**src/rtl/booth_pkg.sv**
```systemverilog
// booth_pkg
//   Shared definitions for the radix-4 Booth partial-product path.
//   Holds the default operand width and the widths derived from it, the
//   accumulator state encoding, and the Booth triplet codes that the
//   partial-product generator decodes.
package booth_pkg;

   localparam int BOOTH_X_W    = 9;                    // signed operand width
   localparam int BOOTH_PP_W   = BOOTH_X_W + 2;        // partial-product width
   localparam int BOOTH_NUM_PP = (BOOTH_X_W + 1) / 2;  // terms per product
   localparam int BOOTH_PROD_W = 2 * BOOTH_X_W;        // full product width

   typedef enum logic {
      ACC  = 1'b0,
      DONE = 1'b1
   } acc_state_e;

   // Multiplier triplet {y[2i+1], y[2i], y[2i-1]} -> Booth digit.
   typedef enum logic [2:0] {
      TRIP_ZERO_P = 3'b000,   //  0
      TRIP_P1_A   = 3'b001,   // +1
      TRIP_P1_B   = 3'b010,   // +1
      TRIP_P2     = 3'b011,   // +2
      TRIP_M2     = 3'b100,   // -2
      TRIP_M1_A   = 3'b101,   // -1
      TRIP_M1_B   = 3'b110,   // -1
      TRIP_ZERO_N = 3'b111    //  0
   } booth_trip_e;

endpackage

```
**src/rtl/booth_pp_align.sv**
```systemverilog
// booth_pp_align
//   Combinational alignment of one Booth partial product: sign-extends the
//   PP_W-bit term to PROD_W bits and shifts it left by 2*idx.
// Ports:
//   pp_i    PP_W    signed partial product
//   idx_i   IDX_W   triplet index of this term
//   term_o  PROD_W  aligned term (mod 2^PROD_W)
module booth_pp_align
   import booth_pkg::*;
#(
   parameter int PP_W   = BOOTH_PP_W,
   parameter int PROD_W = BOOTH_PROD_W,
   parameter int IDX_W  = $clog2(BOOTH_NUM_PP)
) (
   input  logic [PP_W-1:0]   pp_i,
   input  logic [IDX_W-1:0]  idx_i,
   output logic [PROD_W-1:0] term_o
);

   logic [PROD_W-1:0] ext;

   always_comb begin
      ext    = {{(PROD_W-PP_W){pp_i[PP_W-1]}}, pp_i};
      // Bits shifted past PROD_W are dropped; the sum is taken mod 2^PROD_W.
      term_o = ext << {idx_i, 1'b0};
   end

endmodule

```
**src/rtl/booth_pp_accumulator.sv**
```systemverilog
// booth_pp_accumulator
//   Sums a stream of NUM_PP signed Booth partial products (LS triplet first)
//   into a PROD_W-bit signed product and offers it on a valid/ready port.
// Ports:
//   clk         rising-edge clock
//   rst_n       asynchronous active-low reset
//   clr         synchronous abort of the product in progress
//   pp_valid    partial product present
//   pp_ready    term accepted this cycle (high in ACC)
//   pp_data     PP_W signed partial product
//   prod_valid  product available
//   prod_ready  downstream accepts product
//   prod_data   PROD_W signed product
module booth_pp_accumulator
   import booth_pkg::*;
#(
   parameter  int X_W    = BOOTH_X_W,
   localparam int PP_W   = X_W + 2,
   localparam int NUM_PP = (X_W + 1) / 2,
   localparam int PROD_W = 2 * X_W
) (
   input  logic              clk,
   input  logic              rst_n,
   input  logic              clr,
   input  logic              pp_valid,
   output logic              pp_ready,
   input  logic [PP_W-1:0]   pp_data,
   output logic              prod_valid,
   input  logic              prod_ready,
   output logic [PROD_W-1:0] prod_data
);

   localparam int IDX_W = $clog2(NUM_PP);
   localparam logic [IDX_W-1:0] IDX_LAST = IDX_W'(NUM_PP - 1);

   acc_state_e        state_q, state_d;
   logic [IDX_W-1:0]  idx_q, idx_d;
   logic [PROD_W-1:0] acc_q, acc_d;
   logic [PROD_W-1:0] term;

   booth_pp_align #(
      .PP_W   (PP_W),
      .PROD_W (PROD_W),
      .IDX_W  (IDX_W)
   ) u_align (
      .pp_i   (pp_data),
      .idx_i  (idx_q),
      .term_o (term)
   );

   always_comb begin
      state_d = state_q;
      idx_d   = idx_q;
      acc_d   = acc_q;
      if (clr) begin
         // Abort wins over any handshake in the same cycle.
         state_d = ACC;
         idx_d   = '0;
      end else begin
         case (state_q)
            ACC: begin
               if (pp_valid) begin
                  // First term overwrites, so no explicit clear between products.
                  acc_d = (idx_q == '0) ? term : acc_q + term;
                  if (idx_q == IDX_LAST) begin
                     idx_d   = '0;
                     state_d = DONE;
                  end else begin
                     idx_d = idx_q + 1'b1;
                  end
               end
            end
            DONE: begin
               if (prod_ready) begin
                  state_d = ACC;
               end
            end
            default: state_d = ACC;
         endcase
      end
   end

   always_ff @(posedge clk or negedge rst_n) begin
      if (!rst_n) begin
         state_q <= ACC;
         idx_q   <= '0;
         acc_q   <= '0;
      end else begin
         state_q <= state_d;
         idx_q   <= idx_d;
         acc_q   <= acc_d;
      end
   end

   // The accumulator is frozen while in DONE, so it doubles as the output register.
   assign pp_ready   = (state_q == ACC);
   assign prod_valid = (state_q == DONE);
   assign prod_data  = acc_q;

endmodule

```
**config.mk**
```make
export PLATFORM = sky130hd
export DESIGN_NAME = booth_pp_accumulator
export DESIGN_NICKNAME = d
export VERILOG_FILES = /design/src/rtl/booth_pkg.sv /design/src/rtl/booth_pp_align.sv /design/src/rtl/booth_pp_accumulator.sv
export SDC_FILE = /design/constraint.sdc
export NUM_CORES = 1
export LEC_CHECK = 0
export ABC_AREA = 0
export ABC_CLOCK_PERIOD_IN_PS = 6900
export BUFFER_PORTS_ARGS = -buffer_cell sky130_fd_sc_hd__buf_2
export CELL_PAD_IN_SITES_DETAIL_PLACEMENT = 1
export CELL_PAD_IN_SITES_GLOBAL_PLACEMENT = 1
export CORE_MARGIN = 10
export CORE_UTILIZATION = 35
export DETAILED_ROUTE_END_ITERATION = 10
export PLACE_DENSITY = 0.79
export SLEW_MARGIN = 20
export SYNTH_ARGS = -nofsm -noshare
export SYNTH_HDL_FRONTEND = slang
export SYNTH_SLANG_ARGS = --single-unit
export TNS_END_PERCENT = 50
```
**constraint.sdc**
```tcl
create_clock -name clk -period 6.9 [get_ports clk]
set_input_delay 1.38 -clock clk [delete_from_list [all_inputs] [get_ports clk]]
set_output_delay 1.38 -clock clk [all_outputs]
set_load 0.01 [all_outputs]
```
==> flow_summary_export.csv, run 1 <==
group,metric,value,unit
outcome,status,"finished, final reports clean",
critical_path,reg2reg_from,"idx_q[1]$_DFFE_PN0P_",
critical_path,cp-end-kind,"register",
hold_path,hp-start,"prod_data[5]$_DFFE_PN0P_",
sta,setup_violations,0,
logic_synthesis,async_flop_share,100,%
pwr,p_seq_share,26.4,%
logic_synthesis,post_synth_xor_area_fraction,4.21,%
finish,fillers,799,
finish,antenna_cells,0,
critical_path,rrSetupSlack,3330,ps
pwr,power_density,278,mW/mm²
logic_synthesis,synthSimpleGateAreaFrac,20.5,%
critical_path,r2r_cells,12,
finish,syn2layout_area_growth,12.0,%
floorplanning,dieWidth,101,µm
detailed_routing,wl_per_cell,18.0,µm
grt,grt_pass1_wl,12000,µm
pwr,switching_share,46.0,%
run,maxCapViolCount,0,
detailed_routing,vias_per_cell,5.80,
floorplanning,io_pins,36,
hold_path,hold_path_depth,2,
cts,cts_resized,0,
critical_path,r2r_end,"prod_data[14]$_DFFE_PN0P_",
floorplanning,num_rows,29,
finish,final_cell_mix,"nor2_1, a21oi_1, buf_2, nand2_1, dfrtp_1",
finish,multi_input_area,0.00166,mm²
grt,antenna_found_initial,0,
cts,htree_num_levels,1,
detailed_routing,wl,7170,µm
pwr,peakVddDrop,0.112,mV
logic_synthesis,synth_cell_types,47,
detailed_routing,drt-pass1-iter-count,4,
cts,root_buffer,"clkbuf_8",
detailed_routing,vias,2310,
floorplanning,coreArea,0.00635,mm²
logic_synthesis,synth-seq-area-share,24.0,%
cts,cts_buffer_depth,2,
logic_synthesis,syn_inst,297,
critical_path,critPathCapture,"prod_data[14]$_DFFE_PN0P_",
sta,hold_violations,0,
pwr,p_int,385,µW
critical_path,critPathRequiredTime,7110,ps
pwr,total_power,713,µW
placement,hpwlAfterDp,5510,µm
cts,postCtsSetupRepairBufs,0,
logic_synthesis,synth_compound_area_share,27.3,%
placement,portBuffers,35,
detailed_routing,detail-route-antenna-nets,0,
sta,tightest_slew,1010,ps
sta,slew_violations,0,
grt,grt_pass1_vias,2351,
logic_synthesis,ys_ff_latch,22,
logic_synthesis,synth_top_family_by_area,"compound AO/OA/AOI/OAI gates",
sta,fmax,258,MHz
hold_path,hp-class,"register to register",
detailed_routing,drc,0,
logic_synthesis,syn_area_per_cell,7.71,µm²
pwr,leakagePower,1.19,nW
finish,drive_above_1_share,17.8,%
cts,postCtsHoldBufs,0,
pwr,clockPowerShare,14.6,%
logic_synthesis,synth_mux_area_share,9.07,%
critical_path,startpoint_type,"input port",
floorplanning,die_y,101,µm
cts,cts_sinks,22,
logic_synthesis,synth-adder-area-share,11.3,%
logic_synthesis,syn-cell-area,0.00229,mm²
sta,skew,4.13,ps
detailed_routing,drtIter0Drc,101,
cts,path_clk_slew,100,ps
critical_path,worst_ep_arrival_time,4080,ps
logic_synthesis,syn_nets,333,
finish,regArea,551,µm²
critical_path,worstSetupPathType,"input port to register",
cts,cts_buffers,3,
sta,setup_tns,0,ps
grt,grt_usage,14.4,%
logic_synthesis,synth_ff_type,"dfrtp_1",
grt,grt_start_max_net_pins,29,
critical_path,cp-startpoint,"pp_data[0]",
sta,relSlewSlack,32.4,%
floorplanning,dieArea,0.0102,mm²
sta,rsz0062_at_grt,"false",
pwr,power_switching,328,µW
logic_synthesis,yosysWarnings,0,
pwr,power_frac_comb,59.0,%
cts,clk_latency,280,ps
finish,finalNetCount,358,
finish,layout_commonest_cell,"nor2_1",
sta,min_period,3870,ps
grt,grt_overflow,0,
cts,cts_tree,"yes",
placement,place.gp.congestion,0.917,
sta,finalCritPeriodShare,56.1,%
critical_path,cp_max_fo,6,
logic_synthesis,synth_edf_count,0,
floorplanning,start_util,36.1,%
==> registers in the layout, indices dropped and copies added, names as in the netlist <==
register,flops
prod_data,18
idx_q,3
prod_valid,1
==> stage by stage <==
| step | utilization, % | instances | area [µm²] | hold slack, ps | setup slack [ps] |
|---|---|---|---|---|---|
| after floorplan | - | 297 | 2290 | 539 | 3340 |
| after global placement | 39.5 | 394 | 2510 | 493 | 2840 |
| after detailed placement | 39.5 | 394 | 2510 | 504 | 2780 |
| after CTS | 40.4 | 398 | 2570 | 526 | 3060 |
| after global routing | 40.4 | 398 | 2570 | 568 | 2800 |
| final | 40.4 | 398 | 2570 | 519 | 3030 |
==> layout make-up <==
| cell class | instances | area share (%) |
|---|---|---|
| flip-flops and latches | 22 | 21.5 |
| clock buffers | 4 | 2.15 |
| multi-input cells | 253 | 64.7 |
| well taps | 77 | 3.75 |
| repair buffers | 36 | 7.12 |
| inverters | 6 | 0.878 |
==> cell usage after synthesis (all sizes together) (3+ instances only) <==
library cell	instances	area, µm²
a211oi	3	22.5
nand2	34	128
dfrtp	22	551
a31o	3	26.3
xor2	4	35.0
nor2	44	168
xnor2	7	61.3
nor2b	4	25.0
a21o	8	60.1
nor3	4	20.0
o21ai	21	105
mux2i	14	140
a21oi	37	185
nand3	10	50.1
inv	6	22.5
mux2	4	45.0
a31oi	4	25.0
ha	19	238
and3	7	43.8
clkbuf	14	52.6
==> power groups by stage <==
stage               sequential, mW  clock (mW)  combinational (mW)
floorplan                    0.195           0               0.300
global placement             0.191           0               0.406
detailed placement           0.192           0               0.419
CTS                          0.189       0.107               0.422
global route                 0.194       0.113               0.474
finish                       0.188       0.104               0.421
==> cell families after synthesis <==
kind of cell,after synthesis
muxes,19
AOI/OAI and AO/OA,95
buffers and inverters,22
and+or+nand+nor,108
xor gates and xnor gates,11
adders and majority gates,20
DFF,22
==> per-layer routing <==
layer | up-vias | GRT usage (%) | share of wire (%)
li1 | 1118 | - | -
met1 | 1142 | 17.8 | 46
met2 | 37 | 24.6 | 48
met3 | 13 | 3.36 | 4.4
met4 | 0 | 3.22 | 1.7
met5 | - | 0 | 0
==> how the worst min path moves through the flow <==
stage | endpoint | slack (ps)
finish | prod_data[5]$_DFFE_PN0P_ | 520
detailed placement | prod_data[12]$_DFFE_PN0P_ | 500
floorplan | prod_data[0]$_DFFE_PN0P_ | 540
global route | prod_data[0]$_DFFE_PN0P_ | 570
CTS | prod_data[12]$_DFFE_PN0P_ | 530
global placement | prod_data[2]$_DFFE_PN0P_ | 490
==> critical path, stage by stage <==
cell and delay [ps]:
buf_2 120, mux2i_1 190, nor2_1 60, a31oi_1 320
nor2_1 90, ha_1 410, a21o_1 250, a311oi_2 320
nor2_2 130, a2111oi_2 390, xnor2_1 180, nand2_1 80
a21oi_1 160
No activity file was read; power rests on OpenSTA's default activity.
==> run 2: changes to the inputs <==
--- a/config.mk
+++ b/config.mk
@@ -5,15 +5,15 @@
 export SDC_FILE = /design/constraint.sdc
 export NUM_CORES = 1
 export LEC_CHECK = 0
-export ABC_AREA = 0
-export ABC_CLOCK_PERIOD_IN_PS = 6900
+export ABC_AREA = 1
+export ABC_CLOCK_PERIOD_IN_PS = 3600
 export BUFFER_PORTS_ARGS = -buffer_cell sky130_fd_sc_hd__buf_2
 export CELL_PAD_IN_SITES_DETAIL_PLACEMENT = 1
 export CELL_PAD_IN_SITES_GLOBAL_PLACEMENT = 1
 export CORE_MARGIN = 10
 export CORE_UTILIZATION = 35
 export DETAILED_ROUTE_END_ITERATION = 10
-export PLACE_DENSITY = 0.79
+export PLACE_DENSITY = 0.81
 export SLEW_MARGIN = 20
 export SYNTH_ARGS = -nofsm -noshare
 export SYNTH_HDL_FRONTEND = slang
==> constraint.sdc (replaced) <==
create_clock -name clk -period 3.6 [get_ports clk]
set_input_delay 0.72 -clock clk [delete_from_list [all_inputs] [get_ports clk]]
set_output_delay 0.72 -clock clk [all_outputs]
set_load 0.01 [all_outputs]
==> run 2 against run 1 <==
Sequential power up 93%. Count of clock-buffer cells in the layout down 1. Via count up 19%. Sequential cell count unchanged. Wire length up 20%. Sequential share of layout area down 1.8 points. Setup slack worse by 2400 ps. Clock skew up 2.9 ps. Register-to-register slack worse by 2700 ps. Critical path type is now register to register.
==> flow_summary_export.csv, run 2 <==
group,metric,value,unit
floorplanning,io_pins,36,
run,maxCapViolCount,0,
logic_synthesis,yosysMostFrequentCell,"nand2_1",
logic_synthesis,ys_ff_latch,22,
detailed_routing,wl,8640,µm
sta,min_period,2970,ps
detailed_routing,drtIter0Drc,123,
sta,skew,7.07,ps
logic_synthesis,synth_cell_types,41,
pwr,peakVddDrop,0.213,mV
floorplanning,num_rows,30,
floorplanning,dieWidth,104,µm
finish,antenna_cells,0,
hold_path,hp-class,"input port to asynchronous set/reset pin",
cts,clk_latency,280,ps
sta,finalCritPeriodShare,82.4,%
cts,cts_tree,"yes",
logic_synthesis,syn_inst,391,
placement,post-place-ws,581,ps
cts,path_clk_slew,100,ps
critical_path,slowest_stage,"dfrtp_1",
cts,postCtsHoldBufs,0,
sta,rsz0062_at_grt,"false",
critical_path,cp_cell_sequence,"inv_2 > o21ai_1 > o21ai_0 > ha_1 > nand2_1 > nor4_1 > nand2_1 > nand3_1 > nand3_1 > nand2_1 > nand2_1",
grt,grt_usage,15.9,%
logic_synthesis,async_flop_share,100,%
cts,cts_buffers,3,
cts,htree_num_levels,1,
sta,setup_tns,0,ps
cts,cts_buffer_depth,2,
detailed_routing,drt-pass1-iter-count,4,
finish,layout_commonest_cell,"nand2_1",
sta,setup_ws,633,ps
critical_path,startpoint_type,"register",
grt,antenna_found_initial,0,
sta,relSlewSlack,60.5,%
pwr,power_switching,815,µW
cts,cts_resized,0,
logic_synthesis,synth_top_area_share,22.2,%
placement,placed_area,0.00273,mm²
sta,slew_violations,0,
critical_path,max_stage_delay,690,ps
detailed_routing,wl_per_cell,16.7,µm
floorplanning,dieArea,0.0109,mm²
critical_path,worstSetupPathType,"register to register",
outcome,status,"finished, final reports clean",
sta,hold_violations,0,
logic_synthesis,syn_nets,427,
pwr,power_frac_comb,62.0,%
detailed_routing,vias_per_cell,5.29,
finish,finalNonFillerCells,518,
pwr,switching_share,50.2,%
cts,postCtsSetupRepairBufs,0,
detailed_routing,vias,2741,
finish,stdcell_area,0.00281,mm²
cts,cts_sinks,22,
finish,finalNetCount,459,
pwr,total_power,1.62,mW
finish,syn2layout_area_growth,13.1,%
finish,drive_above_1_share,16.6,%
placement,dp_cells,514,
placement,portBuffers,35,
cts,root_buffer,"clkbuf_8",
critical_path,worst_ep_arrival_time,3150,ps
placement,place.gp.congestion,0.912,
logic_synthesis,synth_ff_type,"dfrtp_1",
grt,grt_pass1_vias,2939,
detailed_routing,drc,0,
floorplanning,die_y,104,µm
sta,tightest_slew,592,ps
logic_synthesis,syn_area_per_cell,6.34,µm²
sta,setup_violations,0,
critical_path,cp_max_fo,17,
logic_synthesis,yosysWarnings,0,
grt,grt_pass1_wl,14400,µm
sta,whs,426,ps
finish,utilization,41.1,%
critical_path,cp_common_cell,"nand2_1",
sta,fmax,337,MHz
detailed_routing,detail-route-antenna-nets,0,
logic_synthesis,synth_edf_count,0,
placement,hpwlAfterDp,7010,µm
logic_synthesis,ys_top_cells_by_count,"nand2_1, inv_1, a21oi_1",
pwr,p_seq_share,22.4,%
finish,largest_register_ffs,18,
logic_synthesis,synth-seq-area-share,22.2,%
grt,grt_overflow,0,
pwr,p_int,809,µW
pwr,power_density,579,mW/mm²
floorplanning,coreArea,0.00683,mm²
floorplanning,start_util,36.3,%
critical_path,critPathRequiredTime,3780,ps
grt,grt_start_max_net_pins,25,
logic_synthesis,syn-cell-area,0.00248,mm²
logic_synthesis,synth_top_area_cell,"dfrtp_1",
logic_synthesis,synth_top_cells_by_area,"dfrtp_1, nand2_1, ha_1",
pwr,clockPowerShare,15.6,%
finish,final_cell_mix,"nand2_1, buf_2, inv_1, a21oi_1, o21ai_0",
pwr,leakagePower,1.47,nW
critical_path,cp-end-kind,"register",
## run 2: kinds of logic (layout without fill, tap and decap cells)
family	after synthesis	count (layout)	synth area share, %
simple gates	204	204	36.3
compound gates	86	86	19.2
buf+inv	50	81	8.63
flops	22	22	22.2
fa+ha+maj	20	20	10.4
xor+xnor	6	6	2.12
mux	3	3	1.21
## run 2: cell type report
cell class / instances / area, µm²
clock buffer: 3 / 41.3
sequential: 22 / 551
tap: 96 / 120
fill: 962 / 4030
clock inverter: 1 / 30.0
multi-input combinational: 319 / 1720
inverter: 38 / 143
timing repair buffer: 39 / 205
## run 2: power by group through the flow
stage | sequential [mW] | combinational [mW] | clock (mW)
detailed placement | 0.370 | 1.00 | 0
global placement | 0.366 | 0.976 | 0
floorplan | 0.382 | 0.699 | 0
global route | 0.374 | 1.15 | 0.268
finish | 0.363 | 1.01 | 0.254
CTS | 0.364 | 1.01 | 0.258
## run 2: critical path: cells and delay by family, from the launching register on
| kind | cells | cell delay, ps |
|---|---|---|
| AOI/OAI and AO/OA | 2 | 630 |
| adders and majority gates | 1 | 440 |
| buffers and inverters | 1 | 240 |
| DFF | 1 | 690 |
| and+or+nand+nor | 7 | 860 |
## run 2: worst paths after layout
check / from / end / slack, ps / cells past startpoint
setup / recovery: idx_q[1]$_DFFE_PN0P_ / prod_data[16]$_DFFE_PN0P_ / 630 / 11
hold / removal: rst_n / prod_valid$_DFF_PN0_ / 430 / 1
setup reg to reg: idx_q[1]$_DFFE_PN0P_ / prod_data[16]$_DFFE_PN0P_ / 630 / 11
hold reg to reg: prod_data[0]$_DFFE_PN0P_ / prod_data[0]$_DFFE_PN0P_ / 530 / 2
max in group asynchronous: rst_n / prod_data[5]$_DFFE_PN0P_ / 2780 / 1
min in group clk: prod_data[0]$_DFFE_PN0P_ / prod_data[0]$_DFFE_PN0P_ / 530 / 2
## run 2: metal layers
metal,GRT usage [%],wire (µm),vias to the layer above
met3,2.35,242,21
met2,26.7,4090,49
met1,19.8,4030,1306
li1,-,-,1365
met4,6.56,277,0
met5,0,0,-
